$ cat config.mk
export PLATFORM = sky130hd
export DESIGN_NAME = bus_arbiter_3x16
export DESIGN_NICKNAME = d
export VERILOG_FILES = /design/src/rtl/mycpu_pkg.sv /design/src/rtl/rr_pick3.sv /design/src/rtl/bus_arbiter_3x16.sv
export SDC_FILE = /design/constraint.sdc
export NUM_CORES = 1
export LEC_CHECK = 0
export CELL_PAD_IN_SITES_DETAIL_PLACEMENT = 1
export CELL_PAD_IN_SITES_GLOBAL_PLACEMENT = 2
export CORE_ASPECT_RATIO = 0.9
export CORE_MARGIN = 3
export CORE_UTILIZATION = 19
export DETAILED_ROUTE_END_ITERATION = 10
export PLACE_DENSITY_LB_ADDON = 0.1
export REMOVE_ABC_BUFFERS = 1
export SLEW_MARGIN = 30
export SYNTH_ARGS = -nofsm -noshare
export SYNTH_HDL_FRONTEND = slang
export SYNTH_SLANG_ARGS = --single-unit
$ cat constraint.sdc
create_clock -name clk -period 1.65 [get_ports clk]
set_input_delay 0.2475 -clock clk [delete_from_list [all_inputs] [get_ports clk]]
set_output_delay 0.2475 -clock clk [all_outputs]
set_load 0.01 [all_outputs]
$ cat src/rtl/mycpu_pkg.sv
// Shared types for the mycpu internal data bus: source select encoding,
// arbiter states and one-hot grant helpers.
package mycpu_pkg;

   localparam int unsigned BUS_SRCS = 3;

   typedef enum logic [1:0] {
      SRC0 = 2'b00,
      SRC1 = 2'b01,
      SRC2 = 2'b11
   } bus_src_t;

   typedef enum logic {
      ARB_IDLE,
      ARB_GRANT
   } arb_state_t;

   // Bus select encoding for a one-hot grant; 2'b10 is never produced.
   function automatic bus_src_t src_of(input logic [BUS_SRCS-1:0] oh);
      bus_src_t src;
      src = SRC0;
      if (oh[1]) src = SRC1;
      if (oh[2]) src = SRC2;
      return src;
   endfunction

   function automatic logic [1:0] ptr_of(input logic [BUS_SRCS-1:0] oh);
      logic [1:0] ptr;
      ptr = 2'd0;
      if (oh[1]) ptr = 2'd1;
      if (oh[2]) ptr = 2'd2;
      return ptr;
   endfunction

endpackage

$ cat src/rtl/rr_pick3.sv
// Combinational round-robin picker for three requesters; the source after
// last_ptr has highest priority and last_ptr itself the lowest.
module rr_pick3
   import mycpu_pkg::*;
(
   input  logic [BUS_SRCS-1:0] req,
   input  logic [1:0]          last_ptr,
   output logic [BUS_SRCS-1:0] win,
   output logic                valid
);

   always_comb begin
      win   = '0;
      valid = |req;
      case (last_ptr)
         2'd0: begin
            if      (req[1]) win = 3'b010;
            else if (req[2]) win = 3'b100;
            else if (req[0]) win = 3'b001;
         end
         2'd1: begin
            if      (req[2]) win = 3'b100;
            else if (req[0]) win = 3'b001;
            else if (req[1]) win = 3'b010;
         end
         default: begin
            if      (req[0]) win = 3'b001;
            else if (req[1]) win = 3'b010;
            else if (req[2]) win = 3'b100;
         end
      endcase
   end

endmodule

$ cat src/rtl/bus_arbiter_3x16.sv
// Round-robin arbiter and sequencer for the shared 3-source internal data bus:
// grants one source at a time, bounds its tenure under contention, registers its word.
module bus_arbiter_3x16
   import mycpu_pkg::*;
#(
   parameter int unsigned MAX_HOLD = 4,
   parameter int unsigned DATA_W   = 16
) (
   input  logic                clk,
   input  logic                rst_n,
   input  logic [BUS_SRCS-1:0] req_in,
   input  logic [DATA_W-1:0]   d0_in,
   input  logic [DATA_W-1:0]   d1_in,
   input  logic [DATA_W-1:0]   d2_in,
   output logic [BUS_SRCS-1:0] grant_out,
   output logic [1:0]          sel_out,
   output logic [DATA_W-1:0]   bus_out,
   output logic                bus_valid_out,
   output logic                busy_out
);

   localparam int unsigned HOLD_W = (MAX_HOLD > 1) ? $clog2(MAX_HOLD) : 1;
   localparam logic [HOLD_W-1:0] HOLD_LAST = HOLD_W'(MAX_HOLD - 1);

   arb_state_t          state_q, state_d;
   logic [BUS_SRCS-1:0] grant_q, grant_d;
   bus_src_t            sel_q, sel_d;
   logic [1:0]          last_ptr_q, last_ptr_d;
   logic [HOLD_W-1:0]   hold_cnt_q, hold_cnt_d;
   logic [DATA_W-1:0]   bus_q, bus_d;
   logic                bus_valid_q, bus_valid_d;
   logic                busy_q, busy_d;

   logic [BUS_SRCS-1:0] pick_win;
   logic                pick_valid;
   logic                keep_c;
   logic                others_c;
   logic                new_grant_c;

   // last_ptr always names the granted source, so it is also the lowest
   // priority candidate: a forced hand-over can never re-pick the holder.
   rr_pick3 u_pick (
      .req      (req_in),
      .last_ptr (last_ptr_q),
      .win      (pick_win),
      .valid    (pick_valid)
   );

   always_ff @(posedge clk or negedge rst_n) begin
      if (!rst_n) begin
         state_q     <= ARB_IDLE;
         grant_q     <= '0;
         sel_q       <= SRC0;
         last_ptr_q  <= 2'd2;
         hold_cnt_q  <= '0;
         bus_q       <= '0;
         bus_valid_q <= 1'b0;
         busy_q      <= 1'b0;
      end else begin
         state_q     <= state_d;
         grant_q     <= grant_d;
         sel_q       <= sel_d;
         last_ptr_q  <= last_ptr_d;
         hold_cnt_q  <= hold_cnt_d;
         bus_q       <= bus_d;
         bus_valid_q <= bus_valid_d;
         busy_q      <= busy_d;
      end
   end

   always_comb begin
      state_d     = state_q;
      grant_d     = grant_q;
      sel_d       = sel_q;
      last_ptr_d  = last_ptr_q;
      hold_cnt_d  = hold_cnt_q;
      bus_d       = bus_q;
      bus_valid_d = 1'b0;
      new_grant_c = 1'b0;
      keep_c      = |(req_in & grant_q);
      others_c    = |(req_in & ~grant_q);

      case (state_q)
         ARB_IDLE: begin
            if (pick_valid) new_grant_c = 1'b1;
         end
         ARB_GRANT: begin
            if (!keep_c) begin
               if (pick_valid) begin
                  new_grant_c = 1'b1;
               end else begin
                  state_d = ARB_IDLE;
                  grant_d = '0;
               end
            end else if (others_c && (hold_cnt_q == HOLD_LAST)) begin
               new_grant_c = 1'b1;
            end else if (hold_cnt_q != HOLD_LAST) begin
               hold_cnt_d = hold_cnt_q + HOLD_W'(1);
            end
         end
         default: begin
            state_d = ARB_IDLE;
            grant_d = '0;
         end
      endcase

      if (new_grant_c) begin
         state_d    = ARB_GRANT;
         grant_d    = pick_win;
         sel_d      = src_of(pick_win);
         last_ptr_d = ptr_of(pick_win);
         hold_cnt_d = '0;
      end

      // The word moves with the grant that was already visible this cycle.
      if (keep_c) begin
         bus_valid_d = 1'b1;
         if (grant_q[0])      bus_d = d0_in;
         else if (grant_q[1]) bus_d = d1_in;
         else                 bus_d = d2_in;
      end

      busy_d = |grant_d;
   end

   assign grant_out     = grant_q;
   assign sel_out       = sel_q;
   assign bus_out       = bus_q;
   assign bus_valid_out = bus_valid_q;
   assign busy_out      = busy_q;

endmodule
==> metrics.md <==
| Metric | Value |
|---|---|
| Status | `completed` |
| Clock Tree Root | `clkbuf_8` |
| Comb power frac | `55.9%` |
| EDFF count, synth | `0` |
| Post-synthesis sequential area ratio | `48.7%` |
| Clock skew | `0.00705 ns` |
| Clock Power Share | `13.9%` |
| Num CTS Buffers | `3` |
| Netlist cell types | `26` |
| Detailed Routing Iterations Pass 1 | `4` |
| Clk pin slew, worst setup/hold paths | `0.10 ns` |
| Worst-margin pin slew | `0.552 ns` |
| VDD IR max | `0.471 mV` |
| Most used flip-flop cell after synthesis | `dfrtp_1` |
| Drt via density | `4.17` |
| CP startpoint kind | `input port` |
| Switching Share | `37.5%` |
| Layout Nets | `303` |
| GP Congestion | `0.734` |
| Final HPWL from detailed placement | `3590 um` |
| Cell taking the most area after synthesis | `dfrtp_1` |
| Required time worst endpoint | `1.83 ns` |
| Period Utilization, post-route | `95.8%` |
| GRT Util Overall | `10.9%` |
| PortBufs | `75` |
| Layout area overhead | `73.5%` |
| Clock Sinks | `28` |
| Register bit count reported by yosys | `28` |
| Synth cell count leaders | `dfrtp_1 (27), o21ai_0 (25), nor2_1 (19)` |
| Most common cell in the netlist | `dfrtp_1` |
| RSZ-0062 raised after global routing | `yes` |
| Worst min-delay path class | `in2async` |
| Initial antenna violation count | `0` |
| Design Power | `3.93 mW` |
| Worst-Skew Late Latency | `0.28 ns` |
| Worst Path Arrival | `1.76 ns` |
| Core area | `7220 um^2` |
| Crit. End Element | `flip-flop` |
| Relative slew margins | `63.2%` |
| First-pass GRT wire length | `7540 um` |
| FILL cells | `827` |
| NetSw | `1.48 mW` |
| Die H | `88.6 um` |
| Critical path type | `in2reg` |
| Die footprint | `8670 um^2` |
| Slowest stage delay, CP | `0.54 ns` |
| I/O pins | `76` |
| Slowest CP cell | `a222oi_1` |
| FMAX | `632 MHz` |
| Post-CTS Hold Fix Bufs | `0` |
| Largest delay share family, worst path | `compound AO/OA/AOI/OAI gates` |
| Largest net degree at the start of global routing | `34` |
| Maxcap violations | `0` |
| YS warnings | `0` |
| Starting Density | `20.0%` |
| Worst path cell trace | `clkdlybuf4s50_1, a222oi_1, nand2b_2, o211ai_1, o21a_1` |
| Post-route ant nets | `0` |
| Pint | `2.46 mW` |
| Yosys top cell area share | `46.9%` |
| Layout cells sized above 1 | `10.5%` |
| Async set or reset register ratio after synthesis | `100%` |
| Crit path time final | `1.58 ns` |
| CTS tree | `built` |
| Max clock buf depth | `2` |
| Setup WS pre-CTS | `-0.272 ns` |
| Area contributors post-synth | `dfrtp_1 (47%), mux2i_1 (11%), o21ai_0 (8.7%)` |
| Cells after synthesis | `163` |
| Leak | `1.05 nW` |
| Chip width | `97.8 um` |
| Max-slew violations | `0` |
| FP Rows | `29` |
| Via Count | `1,422` |
| Sequential share of power | `30.2%` |
| Number of global-route vias before repair | `1,507` |
| First DRT Iteration DRCs | `23` |
| WL final | `4550 um` |
| Final Hold Fails | `0` |
| Worst Path Max Fanout | `4` |
| Multi-input gate area | `691 um^2` |
| Antenna diodes | `0` |
| Synthesized area per cell | `8.84 um^2` |
| Worst setup margin | `0.0689 ns` |
| # DRC | `0` |
| Buf/Inv on CP | `1` |
| Pwr Density | `1570 nW/um^2` |
| H-tree levels | `1` |
| Syn Std Cell Area | `1440 um^2` |
| Area occupied by registers | `702 um^2` |
| DR WL/cell | `13.3 um` |
| Hold Slack | `0.346 ns` |
| # setup viols final | `0` |
| Remaining Overflow, GRT | `0` |
[path summary, 6_finish.rpt]
path	startpoint	to	slack (ns)	depth (start not counted)
worst max-delay path	req_in[0]	sel_out[0]	0.07	5
worst min-delay path	rst_n	bus_out[12]	0.35	2
worst max register to register	grant_out[2]	sel_out[0]	0.08	4
worst min register to register	bus_out[6]	bus_out[6]	0.48	2
max in group asynchronous	rst_n	last_ptr_q[1]	0.99	2
min in group clk	bus_out[6]	bus_out[6]	0.48	2
[stage by stage]
step / cells / utilization (%) / setup TNS, ns / instance area [um^2]
after global routing: 341 / 34.6 / -0.259 / 2500
after global placement: 335 / 33.0 / -4.29 / 2380
final: 341 / 34.6 / 0 / 2500
after CTS: 340 / 34.1 / 0 / 2460
after floorplan: 154 / - / -42.27 / 1400
after detailed placement: 335 / 33.0 / -5.63 / 2380
[cell families after synthesis]
| group | count (synthesis) | synth area share, % |
|---|---|---|
| flip-flops | 28 | 48.7 |
| buffers and inverters | 19 | 5.21 |
| multiplexers | 16 | 11.1 |
| AO/OA/AOI/OAI | 54 | 20.9 |
| adder cells (fa/ha/maj) | 1 | 0.868 |
| AND/OR/NAND/NOR | 45 | 13.2 |
[registers in the layout (all words and copies together) (netlist names)]
signal,count
bus_out,16
bus_valid_out,1
busy_out,1
grant_out,3
hold_cnt_q,2
last_ptr_q,2
sel_out,2
state_q,1
[metal layers]
| metal | global-route usage (%) | share of wire (%) | up-vias |
|---|---|---|---|
| met2 | 18.9 | 46 | 51 |
| li1 | - | - | 730 |
| met3 | 4.89 | 9.2 | 0 |
| met1 | 12.8 | 45 | 641 |
| met4 | 1.89 | 0 | 0 |
| met5 | 0 | 0 | - |
[power groups by stage]
| stage | combinational, mW | sequential (mW) | clock [mW] |
|---|---|---|---|
| after floorplan | 0.775 | 1.46 | 0 |
| after global placement | 2.17 | 1.21 | 0 |
| after detailed placement | 2.18 | 1.22 | 0 |
| after CTS | 2.21 | 1.20 | 0.576 |
| after global routing | 2.49 | 1.24 | 0.600 |
| final | 2.20 | 1.19 | 0.546 |
[layout make-up]
cell class	count	area share, %
inverters	10	1.50
flip-flops and latches	28	28.1
well taps	93	4.65
repair buffers	90	35.3
clock buffers	3	1.65
clock inverters	1	1.20
multi-input cells	116	27.6
[cell usage in the layout (no fill, tap or decap), types with 2 or more instances in the layout]
cell type | synthesis | layout
clkdlybuf4s50_1 | 0 | 72
dfrtp_1 | 27 | 27
o21ai_0 | 25 | 22
nor2_1 | 19 | 19
a21oi_1 | 18 | 17
mux2i_1 | 16 | 16
nand2_1 | 16 | 16
buf_4 | 0 | 12
inv_1 | 10 | 10
nor2b_1 | 5 | 4
clkbuf_8 | 0 | 3
nor3_1 | 2 | 2
o211ai_1 | 2 | 2
o21ai_1 | 0 | 2
dlygate4sd2_1 | 0 | 2
buf_6 | 0 | 2
[what timing repair did]
item	in CTS	in global routing
endpoints found under the setup margin	2	26
gates resized for setup	4	10
gates cloned	0	0
pin swaps	0	4
buffers inserted	1	2
Note: power is estimated with default switching activity, not from simulation.
